File: config.mk
export PLATFORM = sky130hd
export DESIGN_NAME = matrix_scan_ctrl
export DESIGN_NICKNAME = d
export VERILOG_FILES = /design/src/rtl/matrix_pkg.sv /design/src/rtl/scan_tick.sv /design/src/rtl/matrix_scan_ctrl.sv
export SDC_FILE = /design/constraint.sdc
export NUM_CORES = 1
export LEC_CHECK = 0
export BUFFER_PORTS_ARGS = -buffer_cell sky130_fd_sc_hd__clkbuf_2
export CAP_MARGIN = 20
export CELL_PAD_IN_SITES_DETAIL_PLACEMENT = 0
export CELL_PAD_IN_SITES_GLOBAL_PLACEMENT = 2
export CORE_ASPECT_RATIO = 0.75
export CORE_MARGIN = 3
export CORE_UTILIZATION = 48
export DETAILED_ROUTE_END_ITERATION = 6
export PLACE_DENSITY_LB_ADDON = 0.1
export SYNTH_ARGS = -nofsm -noshare
export SYNTH_HDL_FRONTEND = slang
export SYNTH_SLANG_ARGS = --single-unit
File: constraint.sdc
create_clock -name i_clk_sys -period 5.7 [get_ports i_clk_sys]
set_input_delay 1.425 -clock i_clk_sys [delete_from_list [all_inputs] [get_ports i_clk_sys]]
set_output_delay 1.425 -clock i_clk_sys [all_outputs]
set_load 0.005 [all_outputs]
File: src/rtl/matrix_pkg.sv
// Shared constants and loader state encoding for the LED matrix scan controller.
package matrix_pkg;

  localparam logic [7:0] SOF = 8'hA5;

  typedef enum logic [0:0] {
    StIdle,
    StLoad
  } load_state_e;

endpackage

File: src/rtl/scan_tick.sv
// Free-running divider: one-cycle tick every SCAN_DIV clock cycles.
module scan_tick #(
  parameter int unsigned SCAN_DIV = 25000
) (
  input  logic i_clk_sys,
  input  logic i_rst_n,
  output logic o_tick
);

  localparam int unsigned CntW = (SCAN_DIV > 1) ? $clog2(SCAN_DIV) : 1;

  logic [CntW-1:0] cnt_q, cnt_d;

  assign o_tick = (cnt_q == CntW'(SCAN_DIV - 1));

  always_comb begin
    cnt_d = o_tick ? '0 : cnt_q + 1'b1;
  end

  always_ff @(posedge i_clk_sys or negedge i_rst_n) begin
    if (!i_rst_n) begin
      cnt_q <= '0;
    end else begin
      cnt_q <= cnt_d;
    end
  end

endmodule

File: src/rtl/matrix_scan_ctrl.sv
// LED matrix column scanner with double-buffered frame loader fed by a byte stream.
// Frames start with SOF; a completed frame becomes visible at the next column wrap.
module matrix_scan_ctrl
  import matrix_pkg::*;
#(
  parameter int unsigned ROWS        = 16,
  parameter int unsigned COLS        = 16,
  parameter int unsigned SCAN_DIV    = 25000,
  parameter int unsigned TIMEOUT_CYC = 50000
) (
  input  logic                     i_clk_sys,
  input  logic                     i_rst_n,
  input  logic                     i_rx_valid,
  input  logic [7:0]               i_rx_data,
  input  logic                     i_rx_perr,
  input  logic                     i_blank,
  output logic [ROWS-1:0]          o_data_col,
  output logic [$clog2(COLS)-1:0]  o_curr_col,
  output logic                     o_frame_done,
  output logic                     o_frame_err,
  output logic                     o_busy
);

  localparam int unsigned BPC    = ROWS / 8;
  localparam int unsigned NBYTES = COLS * BPC;
  localparam int unsigned ColW   = $clog2(COLS);
  localparam int unsigned IdxW   = $clog2(NBYTES);
  localparam int unsigned ToW    = $clog2(TIMEOUT_CYC + 1);

  load_state_e     state_q, state_d;
  logic            swap_pending_q;
  logic            front_sel_q;
  logic [IdxW-1:0] byte_cnt_q;
  logic [ToW-1:0]  to_cnt_q;
  logic [7:0]      fb_q [2][NBYTES];

  logic            tick;
  logic [ColW-1:0] col_d;
  logic            swap;
  logic            sel_new;
  logic [ROWS-1:0] col_pat;

  logic in_load, rx_ok, sof_seen, timeout_hit;
  logic load_wr, load_last, load_abort, sof_reject;

  scan_tick #(
    .SCAN_DIV (SCAN_DIV)
  ) u_scan_tick (
    .i_clk_sys (i_clk_sys),
    .i_rst_n   (i_rst_n),
    .o_tick    (tick)
  );

  assign in_load     = (state_q == StLoad);
  assign rx_ok       = i_rx_valid && !i_rx_perr;
  assign sof_seen    = rx_ok && (i_rx_data == SOF);
  assign timeout_hit = !i_rx_valid && (to_cnt_q == ToW'(TIMEOUT_CYC - 1));
  assign load_wr     = in_load && rx_ok;
  assign load_last   = load_wr && (byte_cnt_q == IdxW'(NBYTES - 1));
  assign load_abort  = in_load && ((i_rx_valid && i_rx_perr) || timeout_hit);
  assign sof_reject  = !in_load && sof_seen && swap_pending_q;

  // Loader FSM: state register
  always_ff @(posedge i_clk_sys or negedge i_rst_n) begin
    if (!i_rst_n) begin
      state_q <= StIdle;
    end else begin
      state_q <= state_d;
    end
  end

  // Loader FSM: next state
  always_comb begin
    state_d = state_q;
    unique case (state_q)
      StIdle: if (sof_seen && !swap_pending_q) state_d = StLoad;
      StLoad: if (load_abort || load_last) state_d = StIdle;
      default: state_d = StIdle;
    endcase
  end

  // Loader FSM: outputs
  always_comb begin
    o_busy = in_load || swap_pending_q;
  end

  always_ff @(posedge i_clk_sys or negedge i_rst_n) begin
    if (!i_rst_n) begin
      byte_cnt_q <= '0;
      to_cnt_q   <= '0;
    end else begin
      if (!in_load || load_last || load_abort) begin
        byte_cnt_q <= '0;
      end else if (load_wr) begin
        byte_cnt_q <= byte_cnt_q + 1'b1;
      end
      if (!in_load || i_rx_valid) begin
        to_cnt_q <= '0;
      end else begin
        to_cnt_q <= to_cnt_q + 1'b1;
      end
    end
  end

  always_ff @(posedge i_clk_sys or negedge i_rst_n) begin
    if (!i_rst_n) begin
      for (int unsigned s = 0; s < 2; s++) begin
        for (int unsigned k = 0; k < NBYTES; k++) begin
          fb_q[s][k] <= '0;
        end
      end
    end else if (load_wr) begin
      fb_q[~front_sel_q][byte_cnt_q] <= i_rx_data;
    end
  end

  assign col_d   = (o_curr_col == ColW'(COLS - 1)) ? '0 : o_curr_col + 1'b1;
  assign swap    = tick && (col_d == '0) && swap_pending_q;
  // Column 0 of a swap tick is read from the incoming front buffer.
  assign sel_new = front_sel_q ^ swap;

  always_comb begin
    col_pat = '0;
    for (int unsigned b = 0; b < BPC; b++) begin
      col_pat[ROWS - 1 - 8 * b -: 8] = fb_q[sel_new][IdxW'(int'(col_d) * BPC + b)];
    end
  end

  always_ff @(posedge i_clk_sys or negedge i_rst_n) begin
    if (!i_rst_n) begin
      o_curr_col     <= '0;
      o_data_col     <= '0;
      o_frame_done   <= 1'b0;
      o_frame_err    <= 1'b0;
      swap_pending_q <= 1'b0;
      front_sel_q    <= 1'b0;
    end else begin
      if (tick) begin
        o_curr_col <= col_d;
        o_data_col <= i_blank ? '0 : col_pat;
      end
      o_frame_done <= swap;
      o_frame_err  <= load_abort || sof_reject;
      // A frame completing on a wrap tick waits for the following wrap.
      if (load_last) begin
        swap_pending_q <= 1'b1;
      end else if (swap) begin
        swap_pending_q <= 1'b0;
      end
      front_sel_q <= front_sel_q ^ swap;
    end
  end

endmodule

==> metrics.csv, run 1 <==
stage;metric;value;unit
outcome;outcome;finished clean;
logic_synthesis;Avg Inst Size Synth;11.8;µm²
logic_synthesis;EDFF count, synth;0;
die;Die Y;216;µm
timing;Clock Skews;25.5;ps
logic_synthesis;number of synthesized register bits;573;
route;met3 wire length;7860;µm
clocking;clock buffer depth;3;
power_and_ir_drop;Net Sw Frac;22.3;%
die;initial core utilization;48.8;%
grt;Total GRT Usage;30.0;%
logic_synthesis;synth unique cells;73;
die;I/O pins;36;
timing;Setup Viol. Count Final;0;
route;# DRC;0;
clocking;CTS root buf;clkbuf_16;
final_layout;area grow syn2layout;10.8;%
critical_path;Crit. End Element;flip-flop;
critical_path;worst path arrival time;5280;ps
run;Max Cap Viol;0;
die;Die Span X;285;µm
power_and_ir_drop;logic gate share of total power;2.3;%
clocking;clk_lat worst skew;620;ps
final_layout;Post-Route Utilization;54.1;%
route;Vias/cell;6.48;
timing;Pins Over Slew Limit;0;
clocking;setup bufs post-CTS;0;
timing;Tmin final;4780;ps
final_layout;Layout Nets;2379;
placement;Post-DP HPWL;59700;µm
die;core area;0.0576;mm²
grt;vias in the first global route;20100;
critical_path;critical path class;reg2reg;
power_and_ir_drop;clock power share;48.8;%
logic_synthesis;Async S/R FF share, synth;100;%
timing;Peak Freq;0.209;GHz
clocking;CTS HTree Levels;2;
logic_synthesis;yosys warns;0;
grt;first-pass GRT wire length;139000;µm
route;M1 WL;44300;µm
timing;Final Hold Vio Count;0;
logic_synthesis;top_reg_cell synth;dfrtp_1;
critical_path;worst path required time;6200;ps
logic_synthesis;syn_nets;2401;
timing;final setup margin;921;ps
route;drt total wl;92800;µm
die;std cell rows;76;
timing;Max-slew headroom;17.6;%
clocking;CTS tree;built;
clocking;CTS clk-pin slew, worst paths;60;ps
power_and_ir_drop;sequential share of power;49.0;%
route;routed wl met2;37900;µm
timing;fin crit share;83.8;%
route;1st-pass router iterations;6;
logic_synthesis;Syn Inst Count;2379;
critical_path;Critical Path Start Type;flip-flop;
timing;setup TNS;0;ps
placement;Port Buffer Count;35;
route;DRT antenna net count;0;
logic_synthesis;top cell type by total area after synthesis;dfrtp_1;
logic_synthesis;largest cells by area after synthesis;dfrtp_1 (51%), mux2_2 (21%), mux2i_1 (4.7%);
clocking;Hold Buf Count CTS;0;
clocking;CTS buffer count;59;
placement;Post-Place Setup Slack;1040;ps
clocking;clock sinks;573;
logic_synthesis;Synth top area share;51.0;%
final_layout;post-route insts no fill;3188;
worst_hold_path;Hold Path Class;reg2reg;
placement;GPL Wtd Cong;0.900;
timing;measured slew at the worst slew-check pin;1200;ps
placement;Placed Cells;3074;
route;routed via count;20700;
route;wire length per cell;29.1;µm
die;die area;0.0615;mm²
logic_synthesis;Post-Syn Area;0.0281;mm²
power_and_ir_drop;cell-internal power;0.00645;W
timing;RSZ-0062 raised after global routing;no;
grt;initial antenna violation count;1;
final_layout;share of cells above drive strength 1;31.2;%
grt;total grt overflow;0;
grt;largest net degree at the start of global routing;120;
route;initial detailed-routing violation count;2082;
power_and_ir_drop;maximum vdd ir drop;0.214;mV
clocking;CTS resizes;0;
route;highest routed layer;met4;
critical_path;maximum fanout along the worst path;12;
power_and_ir_drop;Pwr per Cell Area;267;mW/mm²
power_and_ir_drop;Static Leakage;14.5;nW
power_and_ir_drop;switching power;0.00185;W
logic_synthesis;sequential cell area fraction in the yosys report;51.0;%
==> power groups by stage <==
stage / clock [W] / sequential [W] / combinational, W
floorplan: 0 / 0.00414 / 0.0000446
global placement: 0 / 0.00414 / 0.000189
detailed placement: 0 / 0.00414 / 0.000192
CTS: 0.00411 / 0.00407 / 0.000192
global route: 0.00430 / 0.00406 / 0.000207
finish: 0.00405 / 0.00407 / 0.000187
==> final timing paths <==
kind	start	endpoint	slack (ps)	cells after the start
min in group asynchronous	i_rst_n	u_scan_tick.cnt_q[14]	850	1
max in group asynchronous	i_rst_n	fb_q[371]	3630	2
hold reg to reg	u_scan_tick.cnt_q[0]	u_scan_tick.cnt_q[0]	470	1
setup reg to reg	o_curr_col[0]	o_data_col[13]	920	9
hold / removal	u_scan_tick.cnt_q[0]	u_scan_tick.cnt_q[0]	470	1
setup / recovery	o_curr_col[0]	o_data_col[13]	920	9
==> Yosys cell counts (19+ instances only) <==
master	instances
clkbuf_1	153
o22ai_1	29
nand4_1	19
o21ai_0	74
nand3_1	56
a211oi_1	19
dfrtp_1	573
mux2i_1	132
o21a_1	33
nand2_1	202
nor3_1	36
a221oi_1	34
nor2_1	40
mux2_2	518
a221o_1	29
a21oi_1	111
and3_1	40
==> worst max-delay path: stages, from the launching register on <==
cell and delay [ps]:
dfrtp_1 490, ha_1 410, nor4b_1 400, a41o_1 440, a21oi_1 430, or2_1 500
a221o_1 480, nor4_1 790, o21ai_0 410, a32o_1 310
==> area by class of cell <==
type / instances / area [µm²]
Multi-Input combinational cell: 1606 / 13000
Inverter: 12 / 45.0
Fill cell: 4952 / 26500
Timing Repair Buffer: 105 / 791
Antenna cell: 3 / 7.51
Clock buffer: 84 / 1720
Clock inverter: 25 / 295
Tap cell: 780 / 976
Sequential cell: 573 / 14300
==> cells by family after synthesis <==
family | Yosys count | share of synthesized area, %
DFF | 573 | 51.0
muxes | 650 | 25.5
xor gates and xnor gates | 28 | 0.872
AOI/OAI and AO/OA | 444 | 10.8
buffers and inverters | 200 | 2.96
and+or+nand+nor | 475 | 8.48
adders and majority gates | 9 | 0.401
==> layer usage <==
layer  up-vias  track usage, %
li1       8812               -
met1     10900            46.9
met2       823            41.5
met3       141            6.43
met4         0            8.95
met5         -               0
==> per-stage QoR <==
| stage | power [W] | hold WS [ps] | cell area (µm²) |
|---|---|---|---|
| floorplan | 0.00419 | 433 | 28100 |
| global placement | 0.00433 | 445 | 29100 |
| detailed placement | 0.00433 | 467 | 29100 |
| CTS | 0.00837 | 476 | 31100 |
| global route | 0.00857 | 501 | 31100 |
| finish | 0.00831 | 469 | 31200 |
==> registers in the layout, summed over array words and instances, names as in the netlist <==
signal	cells
front_sel_q	1
o_data_col	16
o_frame_err	1
in_load	1
u_scan_tick.cnt_q	15
swap_pending_q	1
to_cnt_q	16
byte_cnt_q	5
fb_q	512
o_frame_done	1
o_curr_col	4
==> cells in the final DEF, fill, tap and decap left out, types with 16 or more instances in the layout <==
cell       Yosys  layout
a2111oi_0     16      16
a211oi_1      19      19
a21oi_1      111     110
a221o_1       29      29
a221oi_1      34      34
a31oi_1       17      17
and3_1        40      40
buf_4         10      62
clkbuf_16      0      59
clkbuf_2       0      34
dfrtp_1      573     572
mux2_2       518     518
mux2i_1      132     132
nand2_1      202     202
nand3_1       56      56
nand4_1       19      19
nor2_1        40      38
nor3_1        36      34
o211ai_1      18      18
o21a_1        33      33
o21ai_0       74      74
o22ai_1       29      29
xor2_1        17      17
Note: power is estimated with default switching activity, not from simulation.
==> inputs of run 2 (changes only) <==
--- a/config.mk
+++ b/config.mk
@@ -5,13 +5,14 @@
 export SDC_FILE = /design/constraint.sdc
 export NUM_CORES = 1
 export LEC_CHECK = 0
+export ABC_AREA = 1
 export BUFFER_PORTS_ARGS = -buffer_cell sky130_fd_sc_hd__clkbuf_2
 export CAP_MARGIN = 20
 export CELL_PAD_IN_SITES_DETAIL_PLACEMENT = 0
 export CELL_PAD_IN_SITES_GLOBAL_PLACEMENT = 2
 export CORE_ASPECT_RATIO = 0.75
 export CORE_MARGIN = 3
-export CORE_UTILIZATION = 48
+export CORE_UTILIZATION = 35
 export DETAILED_ROUTE_END_ITERATION = 6
 export PLACE_DENSITY_LB_ADDON = 0.1
 export SYNTH_ARGS = -nofsm -noshare
==> constraint.sdc (replaced) <==
create_clock -name i_clk_sys -period 3.91 [get_ports i_clk_sys]
set_input_delay 0.9775 -clock i_clk_sys [delete_from_list [all_inputs] [get_ports i_clk_sys]]
set_output_delay 0.9775 -clock i_clk_sys [all_outputs]
set_load 0.005 [all_outputs]
==> run 2 against run 1 <==
Register-to-register slack got worse by 360 ps. Sequential cell count did not move. Non-clock buffer count rose by 1. Critical path type unchanged. Largest power group is now clock.
==> metrics.csv, run 2 <==
stage;metric;value;unit;change
final_layout;max reg flops;512;;unchanged
grt;total grt overflow;0;;unchanged
final_layout;Largest regs;fb_q: 512 flops, o_data_col: 16 flops, to_cnt_q: 16 flops;;
timing;Setup Viol. Count Final;0;;unchanged
final_layout;area grow syn2layout;12.2;%;
logic_synthesis;top_reg_cell synth;dfrtp_1;;
critical_path;Critical path buffers and inverters;1;;+1
final_layout;most common cell after layout, fill and taps aside;nand2_1;;
critical_path;worst path required time;4450;ps;-1750 ps
placement;GPL Wtd Cong;0.803;;-11%
die;Die Span X;324;µm;+13%
logic_synthesis;synth unique cells;31;;-58%
placement;Post-DP HPWL;57400;µm;-3.9%
timing;RSZ-0062 raised after global routing;no;;
logic_synthesis;top-count cell post-synth;nand2_1;;
logic_synthesis;syn_nets;3320;;+38%
timing;Final Hold Vio Count;0;;unchanged
outcome;outcome;finished clean;;
timing;Pins Over Slew Limit;0;;unchanged
run;Max Cap Viol;0;;unchanged
grt;initial antenna violation count;1;;unchanged
route;routed via count;22600;;+9.1%
critical_path;slowest CP cell;dfrtp_1;;
logic_synthesis;Synth top area share;54.2;%;+3.2 points
die;I/O pins;36;;unchanged
clocking;Hold Buf Count CTS;0;;unchanged
die;std cell rows;86;;+13%
timing;setup TNS;0;ps;unchanged
critical_path;crit path launch;o_curr_col[0];;
critical_path;r2r setup slk;570;ps;-360 ps
critical_path;maximum fanout along the worst path;45;;+33
timing;Tmin final;3340;ps;-1430 ps
timing;fin crit share;85.5;%;+1.7 points
route;# DRC;0;;unchanged
logic_synthesis;Post-synth top cells;nand2_1 (1094), nand3_1 (628), dfrtp_1 (573);;
power_and_ir_drop;maximum vdd ir drop;0.265;mV;+24%
critical_path;max incr delay on CP;500;ps;-290 ps
timing;Max-slew headroom;30.5;%;+13 points
logic_synthesis;EDFF count, synth;0;;unchanged
clocking;CTS HTree Levels;3;;+1
critical_path;crit path to;o_data_col[15];;
final_layout;Largest Register;fb_q;;
timing;Peak Freq;0.299;GHz;+43%
worst_hold_path;Hold Path Class;in2async;;
critical_path;CP Cell Sequence;ha_1 > nand2_1 > nand3_1 > nand2_2 > nor2_2 > nand4_4 > nand2_8 > buf_4 > nand2_1 > nand3_1 > nand3_1 > nand3_1 > nand2_1 > nand2_1 > nand3_1 > nand2_1;;
route;initial detailed-routing violation count;2047;;-1.7%
clocking;CTS root buf;clkbuf_16;;
final_layout;share of cells above drive strength 1;7.16;%;-24 points
clocking;CTS clk-pin slew, worst paths;60;ps;about the same
final_layout;Layout Nets;3248;;+37%
timing;final setup margin;566;ps;-355 ps
die;core area;0.0741;mm²;+29%
power_and_ir_drop;Pwr per Cell Area;414;mW/mm²;+55%
logic_synthesis;Avg Inst Size Synth;8.02;µm²;-32%
logic_synthesis;Post-Syn Area;0.0265;mm²;-5.8%
logic_synthesis;largest cells by area after synthesis;dfrtp_1 (54%), nand2_1 (16%), nand3_1 (12%);;
die;initial core utilization;35.7;%;-13 points
critical_path;Critical Path Start Type;flip-flop;;
logic_synthesis;top cell type by total area after synthesis;dfrtp_1;;
route;Vias/cell;5.32;;-18%
clocking;CTS resizes;0;;unchanged
clocking;setup bufs post-CTS;0;;unchanged
critical_path;Crit path max-delay family;simple AND/OR/NAND/NOR gates;;
route;drt total wl;92500;µm;-0.37%
critical_path;FF-to-FF Start;o_curr_col[0];;
logic_synthesis;Syn Inst Count;3298;;+39%
die;die area;0.0790;mm²;+28%
critical_path;worst path arrival time;3890;ps;-1390 ps
final_layout;most frequent cells in the layout;nand2_1 (1092), nand3_1 (628), dfrtp_1 (573);;
logic_synthesis;sequential cell area fraction in the yosys report;54.2;%;+3.2 points
clocking;CTS buffer count;67;;+14%
grt;first-pass GRT wire length;141000;µm;+1.6%
critical_path;critical path class;reg2reg;;
critical_path;CP Depth;16;;+7
clocking;clock buffer depth;3;;unchanged
clocking;clk_lat worst skew;620;ps;about the same
die;Die Y;244;µm;+13%
grt;vias in the first global route;21500;;+6.9%
final_layout;Post-Route Utilization;40.0;%;-14 points
route;DRT antenna net count;0;;unchanged
timing;measured slew at the worst slew-check pin;1040;ps;-163 ps
critical_path;worst r2r path cells;16;;+7
clocking;CTS tree;built;;
logic_synthesis;yosys warns;0;;unchanged
grt;Total GRT Usage;23.6;%;-6.4 points
placement;Port Buffer Count;35;;unchanged
logic_synthesis;Async S/R FF share, synth;100;%;unchanged
placement;Post-Place Setup Slack;598;ps;-440 ps
power_and_ir_drop;Static Leakage;12.9;nW;-11%
logic_synthesis;number of synthesized register bits;573;;unchanged
critical_path;FF-to-FF End;o_data_col[15];;
route;wire length per cell;21.8;µm;-25%
clocking;clock sinks;573;;unchanged
route;1st-pass router iterations;6;;unchanged
grt;largest net degree at the start of global routing;129;;+7.5%
timing;Clock Skews;23.0;ps;-2.50 ps
critical_path;Crit. End Element;flip-flop;;
==> run 2: worst reg2reg max path: stages, from the launching register on <==
cell	delay (ps)
dfrtp_1	500
ha_1	220
nand2_1	100
nand3_1	120
nand2_2	160
nor2_2	310
nand4_4	190
nand2_8	370
buf_4	380
nand2_1	110
nand3_1	110
nand3_1	120
nand3_1	300
nand2_1	90
nand2_1	60
nand3_1	70
nand2_1	70
==> run 2: logic make-up (layout without fill, tap and decap cells) <==
family          after synthesis  count (layout)  synth area share [%]
other cells                   0               1                     0
flops                       573             573                  54.2
xor+xnor                      5               5                 0.165
compound gates              553             553                  10.5
simple gates               1840            1840                  29.5
buf+inv                     318             289                  5.25
fa+ha+maj                     9               9                 0.425
==> run 2: worst min-delay path by stage <==
| stage | from | to | slack, ps |
|---|---|---|---|
| 2_1_floorplan | to_cnt_q[0] | to_cnt_q[0] | 430 |
| 3_3_place_gp | to_cnt_q[0] | to_cnt_q[0] | 450 |
| 6_report | i_rst_n | fb_q[473] | 440 |
| 3_5_place_dp | to_cnt_q[0] | to_cnt_q[0] | 460 |
| 4_1_cts | i_rst_n | fb_q[473] | 440 |
| 5_1_grt | i_rst_n | fb_q[473] | 460 |
==> run 2: final cells by class <==
type,count,area (µm²)
clock inverters,15,108
flip-flops and latches,573,14300
fillers,7492,44400
repair buffers,106,1010
multi-input cells,2407,10800
inverters,71,270
well taps,968,1210
diodes,1,2.50
clock buffers,97,1960
==> run 2: stage by stage <==
stage	instances	instance area, µm²	total power (W)	hold slack, ps
3_3_place_gp	4125	27600	0.00635	450
3_5_place_dp	4125	27600	0.00635	462
6_report	4238	29700	0.0123	437
4_1_cts	4237	29700	0.0125	444
5_1_grt	4237	29700	0.0127	460
2_1_floorplan	3298	26500	0.00610	433
==> run 2: per-layer routing <==
metal / routed length, µm / vias up / global-route usage (%)
li1: - / 10800 / -
met3: 5860 / 109 / 5.41
met1: 46900 / 11100 / 36.8
met2: 38000 / 561 / 32.8
met4: 1710 / 0 / 5.21
met5: 0 / - / 0
==> run 2: where the power goes <==
part	internal (W)	switching [W]	total, W
clock	0.00353	0.00253	0.00606
combinational	0.0000408	0.000260	0.000301
sequential	0.00593	0.000000585	0.00593
total	0.00950	0.00279	0.0123
